===== config.mk =====
export PLATFORM = sky130hd
export DESIGN_NAME = dmem_arbiter_flat
export DESIGN_NICKNAME = d
export VERILOG_FILES = /design/src/rtl/dmem_arb_pkg.sv /design/src/rtl/dmem_arbiter_if.sv /design/src/rtl/dmem_rr_arbiter.sv /design/src/rtl/dmem_arbiter.sv /design/src/flat_wrapper.sv
export SDC_FILE = /design/constraint.sdc
export NUM_CORES = 1
export LEC_CHECK = 0
export CAP_MARGIN = 30
export CORE_AREA = 2 2 119 121
export CTS_CLUSTER_SIZE = 30
export DETAILED_ROUTE_END_ITERATION = 6
export DIE_AREA = 0 0 121 123
export PLACE_DENSITY = 0.8
export SETUP_SLACK_MARGIN = 0.3
export SLEW_MARGIN = 10
export SYNTH_ARGS = -nofsm -noshare
export SYNTH_HDL_FRONTEND = slang
export SYNTH_SLANG_ARGS = --single-unit
export TNS_END_PERCENT = 100

===== constraint.sdc =====
create_clock -name clk -period 2 [get_ports clk]
set_input_delay 0.5 -clock clk [delete_from_list [all_inputs] [get_ports clk]]
set_output_delay 0.5 -clock clk [all_outputs]
set_load 0.005 [all_outputs]

===== src/rtl/dmem_arb_pkg.sv =====
// Shared types and helpers for the word-to-byte data memory arbiter.
// Holds the FSM state encoding, beat geometry and the big-endian byte-lane select.
package dmem_arb_pkg;

    typedef enum logic [1:0] {
        ST_IDLE = 2'd0,
        ST_XFER = 2'd1,
        ST_DONE = 2'd2
    } state_e;

    localparam int BEATS  = 4;
    localparam int BYTE_W = 8;
    localparam int BEAT_W = 2;

    // Beat 0 carries the most-significant byte.
    function automatic logic [BYTE_W-1:0] byte_lane(
        input logic [BEATS*BYTE_W-1:0] word,
        input logic [BEAT_W-1:0]       beat
    );
        return word[BYTE_W*(BEATS-1-int'(beat)) +: BYTE_W];
    endfunction

endpackage


===== src/rtl/dmem_arbiter_if.sv =====
// Bundle of both word requesters and the byte-wide memory port.
// master = arbiter side, slave = requesters plus memory.
interface dmem_arbiter_if #(
    parameter int ADDR_W = 5,
    parameter int DATA_W = 32
);
    logic              req0_valid;
    logic              req0_we;
    logic [ADDR_W-1:0] req0_addr;
    logic [DATA_W-1:0] req0_wdata;
    logic              req0_ready;
    logic              req0_done;
    logic [DATA_W-1:0] req0_rdata;

    logic              req1_valid;
    logic              req1_we;
    logic [ADDR_W-1:0] req1_addr;
    logic [DATA_W-1:0] req1_wdata;
    logic              req1_ready;
    logic              req1_done;
    logic [DATA_W-1:0] req1_rdata;

    logic              mem_en;
    logic              mem_we;
    logic [ADDR_W-1:0] mem_addr;
    logic [7:0]        mem_wdata;
    logic [7:0]        mem_rdata;

    modport master (
        input  req0_valid, req0_we, req0_addr, req0_wdata,
        input  req1_valid, req1_we, req1_addr, req1_wdata,
        input  mem_rdata,
        output req0_ready, req0_done, req0_rdata,
        output req1_ready, req1_done, req1_rdata,
        output mem_en, mem_we, mem_addr, mem_wdata
    );

    modport slave (
        output req0_valid, req0_we, req0_addr, req0_wdata,
        output req1_valid, req1_we, req1_addr, req1_wdata,
        output mem_rdata,
        input  req0_ready, req0_done, req0_rdata,
        input  req1_ready, req1_done, req1_rdata,
        input  mem_en, mem_we, mem_addr, mem_wdata
    );
endinterface


===== src/rtl/dmem_rr_arbiter.sv =====
// Two-way grant logic: round-robin when DMEM_ARB_RR_EN is defined,
// otherwise fixed priority with port 0 winning contention.
module dmem_rr_arbiter (
    input  logic       clk,
    input  logic       rst_n,
    input  logic [1:0] valid_i,
    input  logic       accept_i,
    output logic [1:0] grant_o
);

`ifdef DMEM_ARB_RR_EN
    logic ptr_q;  // 0: port 0 favoured, 1: port 1 favoured
    logic ptr_d;

    always_comb begin
        if (valid_i == 2'b11) grant_o = ptr_q ? 2'b10 : 2'b01;
        else                  grant_o = valid_i;
    end

    // The port just served loses priority at the next contest.
    assign ptr_d = accept_i ? grant_o[0] : ptr_q;

    always_ff @(posedge clk or negedge rst_n) begin
        if (!rst_n) ptr_q <= 1'b0;
        else        ptr_q <= ptr_d;
    end
`else
    logic unused_rr;
    assign unused_rr = ^{clk, rst_n, accept_i};

    always_comb begin
        if (valid_i[0]) grant_o = 2'b01;
        else            grant_o = valid_i;
    end
`endif

endmodule


===== src/rtl/dmem_arbiter.sv =====
// Serialises word requests from two ports into four big-endian byte beats
// on a shared byte-wide memory. Optional round-robin via DMEM_ARB_RR_EN.
module dmem_arbiter
    import dmem_arb_pkg::*;
#(
    parameter int ADDR_W = 5,
    parameter int DATA_W = 32
) (
    input  logic           clk,
    input  logic           rst_n,
    dmem_arbiter_if.master bus
);

    state_e              state_q, state_d;
    logic [BEAT_W-1:0]   beat_q;
    logic                we_q;
    logic [ADDR_W-1:0]   addr_q;
    logic [DATA_W-1:0]   wdata_q;
    logic                owner_q;
    logic [DATA_W-1:0]   asm_q;
    logic [DATA_W-1:0]   rdata0_q, rdata1_q;

    logic [1:0]          grant;
    logic                accept;
    logic                last_beat;
    logic [DATA_W-1:0]   asm_next;

    dmem_rr_arbiter u_rr (
        .clk      (clk),
        .rst_n    (rst_n),
        .valid_i  ({bus.req1_valid, bus.req0_valid}),
        .accept_i (accept),
        .grant_o  (grant)
    );

    assign accept    = (state_q == ST_IDLE) && (grant != 2'b00);
    assign last_beat = (beat_q == BEAT_W'(BEATS-1));
    assign asm_next  = {asm_q[DATA_W-BYTE_W-1:0], bus.mem_rdata};

    // NOTE: sequential state uses non-blocking assignments so every flop
    // samples pre-edge values regardless of process ordering.
    always_ff @(posedge clk or negedge rst_n) begin
        if (!rst_n) state_q <= ST_IDLE;
        else        state_q <= state_d;
    end

    // NOTE: every combinational output gets a default first, so no path
    // through the case can leave it unassigned and infer a latch.
    always_comb begin
        state_d = state_q;
        unique case (state_q)
            ST_IDLE: if (accept)    state_d = ST_XFER;
            ST_XFER: if (last_beat) state_d = ST_DONE;
            ST_DONE:                state_d = ST_IDLE;
            default:                state_d = ST_IDLE;
        endcase
    end

    always_ff @(posedge clk or negedge rst_n) begin
        if (!rst_n) begin
            beat_q   <= '0;
            we_q     <= 1'b0;
            addr_q   <= '0;
            wdata_q  <= '0;
            owner_q  <= 1'b0;
            asm_q    <= '0;
            rdata0_q <= '0;
            rdata1_q <= '0;
        end else if (accept) begin
            beat_q  <= '0;
            owner_q <= grant[1];
            we_q    <= grant[1] ? bus.req1_we    : bus.req0_we;
            addr_q  <= grant[1] ? bus.req1_addr  : bus.req0_addr;
            wdata_q <= grant[1] ? bus.req1_wdata : bus.req0_wdata;
        end else if (state_q == ST_XFER) begin
            beat_q <= beat_q + BEAT_W'(1);
            if (!we_q) begin
                asm_q <= asm_next;
                // The final shift lands straight in the owner's read register.
                if (last_beat && !owner_q) rdata0_q <= asm_next;
                if (last_beat &&  owner_q) rdata1_q <= asm_next;
            end
        end
    end

    always_comb begin
        bus.mem_en     = 1'b0;
        bus.mem_we     = 1'b0;
        bus.mem_addr   = '0;
        bus.mem_wdata  = '0;
        bus.req0_ready = 1'b0;
        bus.req1_ready = 1'b0;
        bus.req0_done  = 1'b0;
        bus.req1_done  = 1'b0;
        unique case (state_q)
            ST_IDLE: begin
                bus.req0_ready = grant[0];
                bus.req1_ready = grant[1];
            end
            ST_XFER: begin
                bus.mem_en    = 1'b1;
                bus.mem_we    = we_q;
                bus.mem_addr  = addr_q + ADDR_W'(beat_q);
                bus.mem_wdata = byte_lane(wdata_q, beat_q);
            end
            ST_DONE: begin
                bus.req0_done = !owner_q;
                bus.req1_done = owner_q;
            end
            default: ;
        endcase
    end

    assign bus.req0_rdata = rdata0_q;
    assign bus.req1_rdata = rdata1_q;

endmodule


===== src/flat_wrapper.sv =====
// flat-port wrapper written by rule: the top's interface ports become plain ports
module dmem_arbiter_flat import dmem_arb_pkg::*;
#(
    parameter int ADDR_W = 5,
    parameter int DATA_W = 32
)
  (clk, rst_n, bus_req0_valid, bus_req0_we, bus_req0_addr, bus_req0_wdata, bus_req1_valid, bus_req1_we, bus_req1_addr, bus_req1_wdata, bus_mem_rdata, bus_req0_ready, bus_req0_done, bus_req0_rdata, bus_req1_ready, bus_req1_done, bus_req1_rdata, bus_mem_en, bus_mem_we, bus_mem_addr, bus_mem_wdata);
  dmem_arbiter_if #(.ADDR_W(ADDR_W), .DATA_W(DATA_W)) bus_i ();
  input  logic clk;
  input  logic rst_n;
  input wire logic [$bits(bus_i.req0_valid)-1:0] bus_req0_valid;
  input wire logic [$bits(bus_i.req0_we)-1:0] bus_req0_we;
  input wire logic [$bits(bus_i.req0_addr)-1:0] bus_req0_addr;
  input wire logic [$bits(bus_i.req0_wdata)-1:0] bus_req0_wdata;
  input wire logic [$bits(bus_i.req1_valid)-1:0] bus_req1_valid;
  input wire logic [$bits(bus_i.req1_we)-1:0] bus_req1_we;
  input wire logic [$bits(bus_i.req1_addr)-1:0] bus_req1_addr;
  input wire logic [$bits(bus_i.req1_wdata)-1:0] bus_req1_wdata;
  input wire logic [$bits(bus_i.mem_rdata)-1:0] bus_mem_rdata;
  output wire logic [$bits(bus_i.req0_ready)-1:0] bus_req0_ready;
  output wire logic [$bits(bus_i.req0_done)-1:0] bus_req0_done;
  output wire logic [$bits(bus_i.req0_rdata)-1:0] bus_req0_rdata;
  output wire logic [$bits(bus_i.req1_ready)-1:0] bus_req1_ready;
  output wire logic [$bits(bus_i.req1_done)-1:0] bus_req1_done;
  output wire logic [$bits(bus_i.req1_rdata)-1:0] bus_req1_rdata;
  output wire logic [$bits(bus_i.mem_en)-1:0] bus_mem_en;
  output wire logic [$bits(bus_i.mem_we)-1:0] bus_mem_we;
  output wire logic [$bits(bus_i.mem_addr)-1:0] bus_mem_addr;
  output wire logic [$bits(bus_i.mem_wdata)-1:0] bus_mem_wdata;
  assign bus_i.req0_valid = bus_req0_valid;
  assign bus_i.req0_we = bus_req0_we;
  assign bus_i.req0_addr = bus_req0_addr;
  assign bus_i.req0_wdata = bus_req0_wdata;
  assign bus_i.req1_valid = bus_req1_valid;
  assign bus_i.req1_we = bus_req1_we;
  assign bus_i.req1_addr = bus_req1_addr;
  assign bus_i.req1_wdata = bus_req1_wdata;
  assign bus_i.mem_rdata = bus_mem_rdata;
  assign bus_req0_ready = bus_i.req0_ready;
  assign bus_req0_done = bus_i.req0_done;
  assign bus_req0_rdata = bus_i.req0_rdata;
  assign bus_req1_ready = bus_i.req1_ready;
  assign bus_req1_done = bus_i.req1_done;
  assign bus_req1_rdata = bus_i.req1_rdata;
  assign bus_mem_en = bus_i.mem_en;
  assign bus_mem_we = bus_i.mem_we;
  assign bus_mem_addr = bus_i.mem_addr;
  assign bus_mem_wdata = bus_i.mem_wdata;
  dmem_arbiter #(.ADDR_W(ADDR_W), .DATA_W(DATA_W)) u_core (.clk(clk), .rst_n(rst_n), .bus(bus_i));
endmodule

==> impl_metrics.ini <==
[power_and_ir_drop]
p_leak_nw = 4.64
ir_drop_mv = 0.778
power_density_nw_per_um2 = 1710
p_total_mw = 16.9

[run]
maxCapViolCount = 0

[routing]
via_count = 4259
via_per_inst = 5.12
wirelength_um = 17300
ant_nets = 0
drtIter0Drc = 178
wl_per_cell_um = 20.9
drc = 0
drtPass1Iterations = 4

[cells_and_area]
num-nets-final = 731
fill_cells = 855
final_cell_area_sq_um = 9900
drive_above_1_share_pct = 53.7
area_growth_pct = 72.2
insertedDiodeCount = 0

[timing]
finalHoldViolations = 3
drv_slew = 0
slew_headroom_pct = 72.2
timing.hold.ws_ps = -2.36
fmax_ghz = 0.396
post-route-min-period_ps = 2530
grt_setup_unrepaired = yes
worst_slew_pin_slew_ps = 417
worst_clock_skew_ps = 15.5
tns_ps = -27050
setup_viol_count_final = 76
worst_slack_ps = -526
finalCritPeriodShare_pct = 126

[yosys]
syn-cell-area_sq_um = 5750
ys_seq_area_share_pct = 57.0
syn_area_per_cell_sq_um = 15.4
synth.most_common_cell = dfrtp_1
synthTopCellsByArea = dfrtp_1 57%, mux2_2 19%, mux2_1 12%
yosys.area.top_type = dfrtp_1
postSynthCellCount = 373
synth-edff-count = 0
syn-num-nets = 465
ys_async_sr_fraction_pct = 100
ys_types = 30
ys_warn_count = 0
yosysTopAreaCellShare_pct = 57.0
synth_seq_cells = 131
synth.top_cells.by_count = 131 x dfrtp_1, 99 x mux2_2, 60 x mux2_1, 13 x and2_1, 12 x buf_2
ys.flop_type = dfrtp_1

[die]
initial_utilization_pct = 42.2
ioPinCount = 171
fp.dieH_um = 123
die_x_um = 121
dieArea_sq_um = 14900
core_area_sq_um = 13600
rows = 43

[critical_path]
worstPathMaxFanout = 4
crit_top_cell = buf_6
reg2reg_slack_ps = -410
reg2reg_to = u_core.bus.req0_rdata[22]$_DFFE_PN0P_
arrival_ps = 2030
required_ps = 1500
criticalPathCategory = reg -> out
start_kind = flip-flop
slowest_delay_ps = 460
cp_cell_sequence = buf_6 > buf_8 > buf_6 > buf_6 > mux4_2 > and2_4 > buf_6
worstReg2RegStart = u_core.beat_q[0]$_DFFE_PN0P_
cp_slowest_cell = dfrtp_2
end_kind = output port
rr_worst_depth = 12

[cts]
cts.path.max_buffers = 2
insertion_delay_ps = 410
cts_buffers = 17
root_buffer = clkbuf_16
h-tree-depth = 4
cts_tree = built
cts_num_sinks = 131
clk_pin_slew_ps = 60

[placement]
place_hpwl_um = 9160
dpl_cell_area_sq_um = 7850
gp_congestion = 0.744
port_buffers = 170
post-place-ws_ps = -404

[run_status]
violations = hold timing, setup timing
status = finished with violations

[global_route]
antenna_found_initial = 0
grt_usage_pct = 23.9
grt_pass1_wl_um = 26700
grt_pass1_vias = 4700
overflow = 0
grt_start_max_net_pins = 48

[worst_hold_path]
hold_path.class = in -> async
## worst max-delay path by stage
stage                                      start          endpoint  slack, ps  depth (start not counted)
detailed placement  u_core.beat_q[0]$_DFFE_PN0P_   bus_mem_addr[4]       -400                          6
global placement    u_core.addr_q[0]$_DFFE_PN0P_   bus_mem_addr[4]       -350                          6
global route        u_core.beat_q[0]$_DFFE_PN0P_  bus_mem_wdata[3]       -570                          7
finish              u_core.beat_q[0]$_DFFE_PN0P_  bus_mem_wdata[7]       -530                          7
floorplan           u_core.beat_q[0]$_DFFE_PN0P_   bus_mem_addr[4]        130                          5
CTS                 u_core.beat_q[0]$_DFFE_PN0P_   bus_mem_addr[4]       -540                          6
## metrics by stage
stage          instances  utilization (%)
2_1_floorplan        373                -
3_3_place_gp         724             57.7
3_5_place_dp         724             57.7
4_1_cts              822             70.9
5_1_grt              832             72.7
6_report             832             72.7
## registers in the layout, summed over array words and instances (netlist names)
register	count
u_core.bus.req1_rdata	32
u_core.owner_q	1
u_core.bus.req0_rdata	32
u_core.asm_q	24
u_core.beat_q	2
u_core.state_q	2
u_core.addr_q	5
u_core.we_q	1
u_core.wdata_q	32
## worst max-delay path: cells and delay by family (launching register included)
kind          cells  cell delay, ps
buf+inv           5             580
flops             1             460
mux               1             410
simple gates      1             160
## area by class of cell
cell class	instances	area (sq um)	area share, %
repair buffers	267	2890	29.2
well taps	180	225	2.28
multi-input cells	217	2840	28.7
clock buffers	21	460	4.65
flip-flops and latches	131	3280	33.2
clock inverters	11	175	1.77
inverters	5	21.3	0.215
## where the power goes
group	internal, mW	total, mW	leakage [nW]	switching (mW)
clock	2.16	3.34	0.304	1.17
combinational	5.71	8.53	2.77	2.82
sequential	4.01	5.02	1.57	1.01
## cells in the final DEF, fill, tap and decap left out, types with 3 or more instances in the layout
cell,count
dlygate4sd2_1,66
buf_4,37
buf_6,43
and2_4,12
nor2_1,3
dfrtp_1,128
mux2_2,61
mux4_2,8
clkdlybuf4s50_1,84
mux2_4,98
buf_12,16
clkbuf_16,19
bufinv_16,4
buf_16,10
mux2i_1,4
buf_2,7
dfrtp_2,3
## timing repair
item / CTS / global route
endpoints found under the setup margin: 150 / 147
hold buffers: 0 / 0
gates resized for setup: 302 / 35
pin swaps: 20 / 8
setup buffers: 56 / 8
cloned: 10 / 2
endpoints found under the hold margin: 0 / 0
## cell families after synthesis
logic type / synth area share (%)
fa+ha+maj: 1.00
mux: 35.0
flops: 57.0
compound gates: 1.15
buf+inv: 2.35
simple gates: 3.35
xor+xnor: 0.152
## routing by layer
metal	global-route usage [%]	wire, um
met2	41.5	9150
met3	6.87	929
met4	8.14	405
met5	0	0
met1	28.5	6860
No activity file was read; power rests on OpenSTA's default activity.
